===== config.mk =====
export PLATFORM = sky130hd
export DESIGN_NAME = axis_frame_arbiter
export DESIGN_NICKNAME = d
export VERILOG_FILES = /design/src/rtl/axis_frame_arbiter.sv
export SDC_FILE = /design/constraint.sdc
export NUM_CORES = 1
export LEC_CHECK = 0
export CAP_MARGIN = 20
export CORE_MARGIN = 5
export CORE_UTILIZATION = 45
export DETAILED_ROUTE_END_ITERATION = 16
export GPL_ROUTABILITY_DRIVEN = 0
export GPL_TIMING_DRIVEN = 0
export PLACE_DENSITY_LB_ADDON = 0.05
export SLEW_MARGIN = 20
export SYNTH_ARGS = -nofsm -noshare
export SYNTH_HDL_FRONTEND = slang
export SYNTH_SLANG_ARGS = --single-unit

===== constraint.sdc =====
create_clock -name aclk -period 2.3 [get_ports aclk]
set_clock_uncertainty 0.05 [all_clocks]
set_input_delay 0.345 -clock aclk [delete_from_list [all_inputs] [get_ports aclk]]
set_output_delay 0.345 -clock aclk [all_outputs]
set_load 0.03 [all_outputs]

===== src/rtl/axis_frame_arbiter.sv =====
// Two-source AXI4-Stream video arbiter; ownership changes only between whole frames.
// Latency: grant one cycle after a held SOF, then zero-latency combinational passthrough.
// Backpressure: m_axis_tready goes straight to the owner; non-owner SOFs are held, other beats drained.
module axis_frame_arbiter #(
    parameter int WIDTH          = 48,
    parameter int TUSER_WIDTH    = 1,
    parameter int LINES          = 1080,
    parameter int TIMEOUT_CYCLES = 100000000
) (
    input  logic                   aclk,
    input  logic                   aresetn,
    input  logic                   mode,
    input  logic                   s0_axis_tvalid,
    output logic                   s0_axis_tready,
    input  logic [WIDTH-1:0]       s0_axis_tdata,
    input  logic                   s0_axis_tlast,
    input  logic [TUSER_WIDTH-1:0] s0_axis_tuser,
    input  logic                   s1_axis_tvalid,
    output logic                   s1_axis_tready,
    input  logic [WIDTH-1:0]       s1_axis_tdata,
    input  logic                   s1_axis_tlast,
    input  logic [TUSER_WIDTH-1:0] s1_axis_tuser,
    output logic                   m_axis_tvalid,
    input  logic                   m_axis_tready,
    output logic [WIDTH-1:0]       m_axis_tdata,
    output logic                   m_axis_tlast,
    output logic [TUSER_WIDTH-1:0] m_axis_tuser,
    output logic [1:0]             grant,
    output logic                   frame_done,
    output logic                   timeout,
    output logic                   short_frame
);

    typedef enum logic {IDLE, ACTIVE} state_t;

    localparam logic [15:0] LAST_LINE = 16'(LINES - 1);
    localparam logic [31:0] TO_LIMIT  = 32'(TIMEOUT_CYCLES);

    // Reset asserts asynchronously but releases on an aclk edge.
    logic [1:0] rst_sync_q;
    logic       rst_n;

    always_ff @(posedge aclk or negedge aresetn) begin
        if (!aresetn) rst_sync_q <= 2'b00;
        else          rst_sync_q <= {rst_sync_q[0], 1'b1};
    end
    assign rst_n = rst_sync_q[1];

    state_t      state_q, state_d;
    logic        gsel_q, gsel_d;
    logic        last_grant_q, last_grant_d;
    logic        first_q, first_d;
    logic [15:0] line_cnt_q, line_cnt_d;
    logic [31:0] stall_cnt_q, stall_cnt_d;
    logic        frame_done_q, frame_done_d;
    logic        timeout_q, timeout_d;
    logic        short_frame_q, short_frame_d;

    logic        active, hs, req0, req1, sof_mid, frame_end;
    logic [15:0] line_inc;
    logic [31:0] stall_inc;

    assign active = (state_q == ACTIVE);
    assign req0   = s0_axis_tvalid & s0_axis_tuser[0];
    assign req1   = s1_axis_tvalid & s1_axis_tuser[0];

    assign m_axis_tvalid = active & (gsel_q ? s1_axis_tvalid : s0_axis_tvalid);
    assign m_axis_tdata  = gsel_q ? s1_axis_tdata : s0_axis_tdata;
    assign m_axis_tlast  = gsel_q ? s1_axis_tlast : s0_axis_tlast;
    assign m_axis_tuser  = gsel_q ? s1_axis_tuser : s0_axis_tuser;

    // Anything not owning the output drains non-SOF beats and parks on SOF.
    assign s0_axis_tready = rst_n & ((active & ~gsel_q) ? m_axis_tready
                                                        : (s0_axis_tvalid & ~s0_axis_tuser[0]));
    assign s1_axis_tready = rst_n & ((active & gsel_q) ? m_axis_tready
                                                       : (s1_axis_tvalid & ~s1_axis_tuser[0]));

    assign grant       = active ? (gsel_q ? 2'b10 : 2'b01) : 2'b00;
    assign frame_done  = frame_done_q;
    assign timeout     = timeout_q;
    assign short_frame = short_frame_q;

    assign hs        = m_axis_tvalid & m_axis_tready;
    assign sof_mid   = hs & m_axis_tuser[0] & ~first_q;
    assign line_inc  = (&line_cnt_q)  ? line_cnt_q  : line_cnt_q + 16'd1;
    assign stall_inc = (&stall_cnt_q) ? stall_cnt_q : stall_cnt_q + 32'd1;
    // A restarting SOF that also ends its line completes a frame only when frames are one line.
    assign frame_end = hs & m_axis_tlast &
                       (sof_mid ? (LAST_LINE == 16'd0) : (line_cnt_q == LAST_LINE));

    always_comb begin
        state_d       = state_q;
        gsel_d        = gsel_q;
        last_grant_d  = last_grant_q;
        first_d       = first_q;
        line_cnt_d    = line_cnt_q;
        stall_cnt_d   = stall_cnt_q;
        frame_done_d  = 1'b0;
        timeout_d     = 1'b0;
        short_frame_d = 1'b0;
        case (state_q)
            IDLE: begin
                if (req0 | req1) begin
                    state_d     = ACTIVE;
                    gsel_d      = (req0 & req1) ? (mode ? 1'b0 : ~last_grant_q) : req1;
                    first_d     = 1'b1;
                    line_cnt_d  = 16'd0;
                    stall_cnt_d = 32'd0;
                end
            end
            ACTIVE: begin
                if (hs) begin
                    stall_cnt_d = 32'd0;
                    first_d     = 1'b0;
                    if (frame_end) begin
                        state_d      = IDLE;
                        frame_done_d = 1'b1;
                        last_grant_d = gsel_q;
                    end else if (sof_mid) begin
                        line_cnt_d    = {15'd0, m_axis_tlast};
                        short_frame_d = 1'b1;
                    end else if (m_axis_tlast) begin
                        line_cnt_d = line_inc;
                    end
                end else begin
                    stall_cnt_d = stall_inc;
                    if (TO_LIMIT != 32'd0 && stall_inc >= TO_LIMIT) begin
                        state_d      = IDLE;
                        timeout_d    = 1'b1;
                        last_grant_d = gsel_q;
                    end
                end
            end
            default: state_d = IDLE;
        endcase
    end

    always_ff @(posedge aclk or negedge rst_n) begin
        if (!rst_n) begin
            state_q       <= IDLE;
            gsel_q        <= 1'b0;
            last_grant_q  <= 1'b1;
            first_q       <= 1'b0;
            line_cnt_q    <= 16'd0;
            stall_cnt_q   <= 32'd0;
            frame_done_q  <= 1'b0;
            timeout_q     <= 1'b0;
            short_frame_q <= 1'b0;
        end else begin
            state_q       <= state_d;
            gsel_q        <= gsel_d;
            last_grant_q  <= last_grant_d;
            first_q       <= first_d;
            line_cnt_q    <= line_cnt_d;
            stall_cnt_q   <= stall_cnt_d;
            frame_done_q  <= frame_done_d;
            timeout_q     <= timeout_d;
            short_frame_q <= short_frame_d;
        end
    end

endmodule

# Yosys cells after proc, flatten, opt, wreduce, memory -nomap -nowiden
# Index checks and enable logic that the tools add are counted.
[totals] reg_bits=57 inputBits=106 output_inout_bits=58 wordCells=92
[classes] n_addsub=2 magnitude_cmp=1 n_eq_ne=7 n_mux=43 bitwise_logic=22 n_reduce_logical=7
[op_table] operator="$mux 16" count=6
[op_table] operator="$mux 32" count=3
[op_table] operator="$pmux 32 s2" count=1
[op_table] operator="$mux 48" count=1
[op_table] operator="$add 32x1->32 const B" count=1
[op_table] operator="$ge 32x27->1 const B" count=1
[op_table] operator="$pmux 16 s2" count=1
[op_table] operator="$reduce_and 32->1" count=1
[op_table] operator="$mux 1" count=27
[op_table] operator="$add 16x1->16 const B" count=1
[op_table] operator="$eq 16x11->1 const B" count=1
[op_table] operator="$reduce_and 16->1" count=1
[op_table] operator="$and 1x1->1" count=15
[op_table] operator="$not 1->1" count=6
[op_table] operator="$reduce_and 5->1" count=1
[op_table] operator="$mux 2" count=2
[op_table] operator="$ne 2x1->1 const B" count=2
[op_table] operator="$ne 2x2->1 const B" count=2
[op_table] operator="$pmux 1 s2" count=2
[op_table] operator="$reduce_and 2->1" count=2
[op_table] operator="$ne 3x2->1 const B" count=1
[op_table] operator="$ne 3x3->1 const B" count=1
[op_table] operator="$reduce_and 3->1" count=1
[op_table] operator="$reduce_bool 2->1" count=1
[op_table] operator="$or 1x1->1" count=1

# Depth between registers and ports, before layout
# Gate-level depths: netlist of the first run.
[logic_depth] ltp_word=10 depth_mapped=11 ltp_nobuf=10

# Worst setup path before layout of the first run
# No wires, ideal clock.
[synth_timing] path_type="register to register" startpoint="register stall_cnt_q[0]" endpoint="register last_grant_q" setup_time_ps=85 arrival_time_ps=2723 t_required_ps=2165 slack_ps=-558 stages_incl_launch_ff=11 n_path_buf=0 cell_sequence="dfrtp_1 ha_1 nand3_1 nor4_1 and3_1 mux2i_1 nor3b_1 a31oi_1 o31ai_1 a21oi_1 mux2_1"
[synth_via] elab_chain_cells=5 elab_cells_between_ends=6 classes_between="add/sub (1); order compare (1); mux (1); reduce/logical (3)"
[synth_rtl] item="from (decl)" line_no="54" rtl="logic [31:0] stall_cnt_q, stall_cnt_d;"
[synth_rtl] item="from (signal assigned)" line_no="155" rtl="stall_cnt_q <= stall_cnt_d;"
[synth_rtl] item="$add 32x1->32 / $reduce_and 32->1 (equally long branches)" line_no="86" rtl="assign stall_inc = (&stall_cnt_q) ? stall_cnt_q : stall_cnt_q + 32'd1;"
[synth_rtl] item="$mux 32 (*)" line_no="86"
[synth_rtl] item="$ge 32x27->1 (*)" line_no="127" rtl="if (TO_LIMIT != 32'd0 && stall_inc >= TO_LIMIT) begin"
[synth_rtl] item="$reduce_bool 2->1 (no source line) (*)"
[synth_rtl] item="$reduce_and 3->1 (no source line) (*)"
[synth_rtl] item="to (signal assigned)" line_no="152" rtl="last_grant_q <= last_grant_d;"
[synth_rtl] item="to (decl)" line_no="51" rtl="logic last_grant_q, last_grant_d;"
# Every way passes the cells marked *; elsewhere a longest branch is shown, timed or not.
# A chain may end at the register's enable or synchronous reset.

# Worst setup path after layout of the first run
[layout_timing] startpoint="register stall_cnt_q[3]" endpoint="register last_grant_q"
# Same word-level chain as after synthesis.

==> run_results.csv, run 1 <==
group,metric,value,unit
outcome,status,"finished, violations left",
outcome,violations,"negative setup slack",
floorplanning,die_h,106,um
synthesis,synth_nets,586,
worst_setup_path,worstPathMaxFanout,6,
synthesis,synth_enable_flop_cells,0,
worst_setup_path,r2r_slack,-720,ps
sta,maxSlewViolCount,0,
sta,rsz0062_at_grt,"true",
final_layout,n_fill_cell,702,
worst_setup_path,worstRegToRegCells,10,
routing,drt-pass1-iter-count,5,
sta,post-route-period-util,1.31,
cts,clk_pin_slew,70,ps
placed_design,dpl_worst_slack,-1110,ps
routing,vias_per_cell,5.97,
cts,clockBufferDepth,2,
floorplanning,pin_count,164,
worst_setup_path,reg2reg_from,"stall_cnt_q[3]",
power_and_ir_drop,leakagePower,2.70,nW
sta,clock.fmax,331,MHz
sta,setup_ws,-720,ps
sta,tightest_slew,586,ps
routing,drc_errors,0,
sta,slew_headroom,0.609,
synthesis,synth_area,0.00417,mm2
synthesis,synthCells,478,
cts,numCtsBuffers,9,
routing,drt_wl_total,16300,um
cts,cts_root_buf,"clkbuf_8",
final_layout,finish.utilization,0.737,
synthesis,synth_most_common_cell,"dfrtp_1",
floorplanning,dieWidth,106,um
placed_design,io_buffers,163,
floorplanning,die-area,0.0113,mm2
worst_setup_path,start_kind,"register",
synthesis,synth_commonest_cells,"dfrtp_1 (56), mux2_2 (52), nor2_1 (48)",
worst_setup_path,critPathArrivalTime,3250,ps
worst_setup_path,cp-end-kind,"register",
power_and_ir_drop,power,3.50,mW
run,drv_cap,0,
routing,wl_per_cell,20.3,um
sta,min_period,3020,ps
synthesis,synth_top_area_frac,0.336,
sta,setup_viol,24,
cts,htree_num_levels,3,
routing,drtIter0Drc,354,
worst_setup_path,critical_path_class,"reg -> reg",
placed_design,place_hpwl,11700,um
synthesis,seq_area_frac_synth,0.343,
sta,setup_tns,-8960,ps
grt,grt_usage,0.283,
synthesis,synthTopCellsByArea,"dfrtp_1 (34%), mux2_2 (14%), o21ai_0 (5.6%)",
worst_setup_path,reg2reg_to,"last_grant_q",
synthesis,ys_ff_latch,57,
floorplanning,initial_utilization,0.455,
cts,clock_latency,350,ps
synthesis,netlist-cell-type-count,62,
sta,final-hold-violation-count,0,
final_layout,antenna_cells,0,
synthesis,async_reset_ff_frac,1.00,
synthesis,syn_avg_cell_area,8.72,um2
grt,grt_overflow,0,
grt,grt_max_degree,31,
power_and_ir_drop,vdd_drop_max,0.000438,V
final_layout,area_growth,61.9,%
routing,vias,4789,
floorplanning,fp-row-count,35,
sta,holdWs,111,ps
final_layout,drive_gt1_frac,0.279,
final_layout,final_nets,794,
worst_hold_path,min_path_type,"in -> async",
grt,antenna_found_initial,0,
synthesis,ys_warn_count,0,
grt,grt_pass1_wl,25200,um
worst_setup_path,worstPathRequired,2530,ps
synthesis,synth_flop_cell,"dfrtp_1",
cts,cts.sink_count,57,
routing,postRouteAntennaNets,0,
cts,cts_tree,"yes",
power_and_ir_drop,power.density,519,mW/mm2
grt,grt_pass1_vias,4632,
synthesis,synth_top_area_cell,"dfrtp_1",
floorplanning,core,0.00915,mm2
-- worst max-delay path by stage --
stage | start | end | depth (start not counted)
after floorplan | stall_cnt_q[12] | last_grant_q | 10
after global placement | stall_cnt_q[0] | last_grant_q | 10
after detailed placement | stall_cnt_q[1] | last_grant_q | 10
after CTS | stall_cnt_q[10] | last_grant_q | 10
after global routing | stall_cnt_q[2] | last_grant_q | 10
final | stall_cnt_q[3] | last_grant_q | 10
-- cells in the final DEF (no fill, tap or decap), drive strengths merged, types with 6 or more instances in the layout --
master         count
buf               48
nor3              12
and4               8
inv                6
clkbuf            24
mux2              53
o31ai              7
dfrtp             56
clkdlybuf4s50    109
xnor2              8
and2               6
a31oi             12
nand2             41
a21oi             18
nand4             22
o21ai             48
xor2              15
nor2              48
dlygate4sd2       50
nor4               8
nand3             20
and3               9
-- kinds of logic (layout without fill, tap and decap cells) --
logic type,count (synthesis),after routing,synth area share
AOI/OAI and AO/OA,110,110,0.159
xor gates and xnor gates,23,23,0.0483
adders and majority gates,2,2,0.00600
buffers and inverters,32,245,0.0315
DFF,57,57,0.343
muxes,56,56,0.150
other,1,1,0.000900
and+or+nand+nor,197,197,0.261
-- sequential cells by signal, summed over array words and instances, names as in the netlist --
register and flops:
active 1, first_q 1, frame_done 1, gsel_q 1, last_grant_q 1, line_cnt_q 16
rst_sync_q 2, short_frame 1, stall_cnt_q 32, timeout 1
-- layout make-up --
type	instances	area, um2	area share
plain buffers	21	136	0.0202
inverters	6	22.5	0.00334
repair buffers	202	1890	0.280
well taps	111	139	0.0206
clock inverters	6	67.6	0.0100
flip-flops and latches	57	1450	0.215
clock buffers	10	138	0.0204
multi-input cells	389	2910	0.431
-- power breakdown --
| part | internal, mW | switching (mW) |
|---|---|---|
| combinational | 0.622 | 0.690 |
| clock | 0.531 | 0.444 |
| sequential | 1.08 | 0.131 |
-- routing by layer --
layer  vias to the layer above  share of wire  global-route usage  routed length (um)
met5                         -              0                   0                   0
li1                       2194              -                   -                   -
met3                        27          0.069              0.0559                1120
met2                       223           0.49               0.477                8040
met4                         0          0.016              0.0722                 255
met1                      2345           0.42               0.373                6840
-- repair_timing --
item                                    in CTS  in global routing
setup buffers                               22                 16
hold buffers                                 0                  0
endpoints found under the setup margin      99                 77
hold endpoints to repair                     0                  0
cloned                                       1                  0
pin swaps                                   15                 23
gates resized for setup                    116                 45
-- critical path: stages, from the launching register on --
cell and delay [ps]:
dfrtp_2 420, nand4_4 150, or4_4 590, buf_8 160
a211o_1 330, xor2_2 200, o211ai_1 230, a31oi_1 90
o31ai_2 320, a21oi_2 120, mux2_4 310
-- per-stage QoR --
| step | cells | cell area (um2) |
|---|---|---|
| after floorplan | 478 | 4240 |
| after global placement | 752 | 6010 |
| after detailed placement | 752 | 6010 |
| after CTS | 788 | 6510 |
| after global routing | 802 | 6750 |
| final | 802 | 6750 |
No activity file was read; power rests on OpenSTA's default activity.
==> inputs of run 2 (changes only) <==
CAP_MARGIN = unset   (was 20)
CORE_UTILIZATION = 35   (was 45)
CTS_CLUSTER_SIZE = 40   (was unset)
==> run 2 against run 1 <==
Net effect: the flow still finishes with violations (negative setup slack); worst hold slack gained 4.2 ps; final cell count grew 5.7%; maximum frequency grew 1.8%; total power grew 9.2%; non-clock buffer count grew 13; critical path depth is the same; utilization shrank 13 points; die area grew 26%; sequential cell count is the same; sequential power is essentially flat; first-iteration DRC count shrank 19%; sequential share of layout area shrank 0.77 points; critical endpoint unchanged; largest cell class unchanged.
==> run_results.csv, run 2 (synthesis gave the netlist of run 1 again) <==
group,metric,value,unit
worst_setup_path,cp_slowest_stage_delay,480,ps
sta,maxSlewViolCount,0,
worst_setup_path,cp-end-kind,"register",
final_layout,reg_top3,"stall_cnt_q (32), line_cnt_q (16), rst_sync_q (2)",
worst_setup_path,critPathArrivalTime,3180,ps
routing,vias,4741,
routing,wl_per_cell,18.7,um
final_layout,top_register,"stall_cnt_q",
sta,slew_headroom,0.585,
routing,drt_wl_total,15900,um
floorplanning,die_h,119,um
routing,drt-pass1-iter-count,5,
sta,min_period,2970,ps
power_and_ir_drop,pwr-share-clk,0.337,
sta,setup_ws,-666,ps
worst_setup_path,r2r_slack,-670,ps
power_and_ir_drop,p_int,2.51,mW
cts,clock_latency,340,ps
cts,cts_root_buf,"clkbuf_16",
final_layout,layout_commonest_cell,"clkdlybuf4s50_1",
floorplanning,pin_count,164,
final_layout,multi_input_comb_area,0.00293,mm2
cts,htree_num_levels,3,
final_layout,design_area,0.00700,mm2
final_layout,drive_gt1_frac,0.294,
floorplanning,die-area,0.0142,mm2
worst_setup_path,worstPathMaxFanout,5,
final_layout,ff_latch_area,0.00145,mm2
grt,grt_usage,0.218,
worst_setup_path,start_kind,"register",
power_and_ir_drop,swShare,0.342,
final_layout,final-instance-count-excl-fill,848,
sta,final-hold-violation-count,0,
sta,holdWs,115,ps
outcome,status,"finished, violations left",
worst_setup_path,worstPathRequired,2510,ps
outcome,violations,"negative setup slack",
floorplanning,fp-row-count,39,
power_and_ir_drop,vdd_drop_max,0.000523,V
cts,clockBufferDepth,2,
floorplanning,dieWidth,119,um
run,drv_cap,0,
sta,post-route-period-util,1.29,
placed_design,dpl_worst_slack,-1070,ps
cts,hold_buffers,0,
grt,grt_pass1_wl,25000,um
grt,grt_pass1_vias,4604,
placed_design,placed_area,0.00605,mm2
worst_setup_path,cp_cell_sequence,"nand4_1 > buf_4 > or4_4 > or3_4 > and4_1 > o211ai_1 > a31oi_2 > o31ai_2 > a21oi_1 > mux2_1",
final_layout,n_fill_cell,983,
final_layout,final_cell_mix,"clkdlybuf4s50_1 (111), buf_4 (52), dlygate4sd2_1 (51), mux2_2 (50), nor2_1 (44)",
routing,postRouteAntennaNets,0,
grt,antenna_found_initial,0,
routing,drc_errors,0,
worst_hold_path,min_path_type,"in -> async",
final_layout,area_growth,67.9,%
final_layout,final_nets,808,
worst_setup_path,slowest_stage,"or4_4",
sta,tightest_slew,622,ps
power_and_ir_drop,p_switching,1.30,mW
power_and_ir_drop,leakagePower,2.85,nW
placed_design,io_buffers,163,
routing,drtIter0Drc,287,
cts,numCtsBuffers,9,
final_layout,largest_register_ffs,32,
grt,grt_max_degree,31,
floorplanning,core,0.0116,mm2
power_and_ir_drop,power,3.82,mW
grt,grt_overflow,0,
placed_design,placed_cells,784,
power_and_ir_drop,power.density,546,mW/mm2
cts,clk_pin_slew,60,ps
worst_setup_path,critical_path_class,"reg -> reg",
cts,cts_tree,"yes",
sta,rsz0062_at_grt,"true",
placed_design,place_hpwl,11500,um
power_and_ir_drop,pwr-share-seq,0.311,
power_and_ir_drop,p_comb_frac,0.352,
routing,vias_per_cell,5.59,
final_layout,antenna_cells,0,
floorplanning,initial_utilization,0.360,
sta,setup_viol,23,
sta,clock.fmax,337,MHz
cts,cts.sink_count,57,
==> run 2: cell types whose count changed in the layout (fill, tap and decap cells not counted), sizes merged, moves of 2 or more <==
cell	previous run	this run
buf	48	60
clkdlybuf4s50	109	111
dlymetal6s2s	2	0
inv	6	8
==> run 2: power groups by stage <==
stage | combinational [mW] | sequential [mW] | clock [mW]
detailed placement | 1.26 | 1.20 | 0
global route | 1.44 | 1.20 | 1.35
global placement | 1.24 | 1.20 | 0
finish | 1.35 | 1.19 | 1.29
floorplan | 0.722 | 1.18 | 0
CTS | 1.25 | 1.18 | 1.31
==> run 2: worst paths after layout <==
path | from | end | cells past startpoint
max in group asynchronous | rst_sync_q[1] | last_grant_q | 1
worst max-delay path | stall_cnt_q[12] | last_grant_q | 10
worst min-delay path | aresetn | rst_sync_q[1] | 1
min in group aclk | rst_sync_q[0] | rst_sync_q[1] | 0
worst max register to register | stall_cnt_q[12] | last_grant_q | 10
worst min register to register | rst_sync_q[1] | stall_cnt_q[5] | 0
==> run 2: metrics by stage <==
stage / utilization / TNS, ps
floorplan: - / -4460
global route: 0.605 / -9040
CTS: 0.580 / -5570
global placement: 0.523 / -22990
finish: 0.605 / -6640
detailed placement: 0.523 / -24160
==> run 2: area by class of cell <==
type                       instances  share of cell area
clock buffer                      10              0.0341
inverter                           6             0.00322
timing repair buffer             214               0.283
multi-input combinational        390               0.419
buffer                            22              0.0204
sequential                        57               0.207
clock inverter                     6             0.00733
tap                              143              0.0256
==> run 2: metal layers <==
layer,vias to the layer above,share of wire,GRT usage
li1,2239,-,-
met5,-,0,0
met1,2245,0.40,0.267
met2,224,0.50,0.380
met3,33,0.070,0.0469
met4,0,0.023,0.0746
==> run 2: timing repair <==
| item | 4_1_cts | 5_1_grt |
|---|---|---|
| gates cloned | 1 | 0 |
| pin swaps | 17 | 20 |
| endpoints found under the setup margin | 100 | 58 |
| gates resized for setup | 112 | 48 |
| buffers inserted | 33 | 19 |
==> run 2: critical path, delay by kind of cell, from the launching register on <==
| kind | cells | cell delay (ps) |
|---|---|---|
| buf+inv | 1 | 190 |
| mux | 1 | 330 |
| simple gates | 4 | 1200 |
| compound gates | 4 | 760 |
| flops | 1 | 370 |
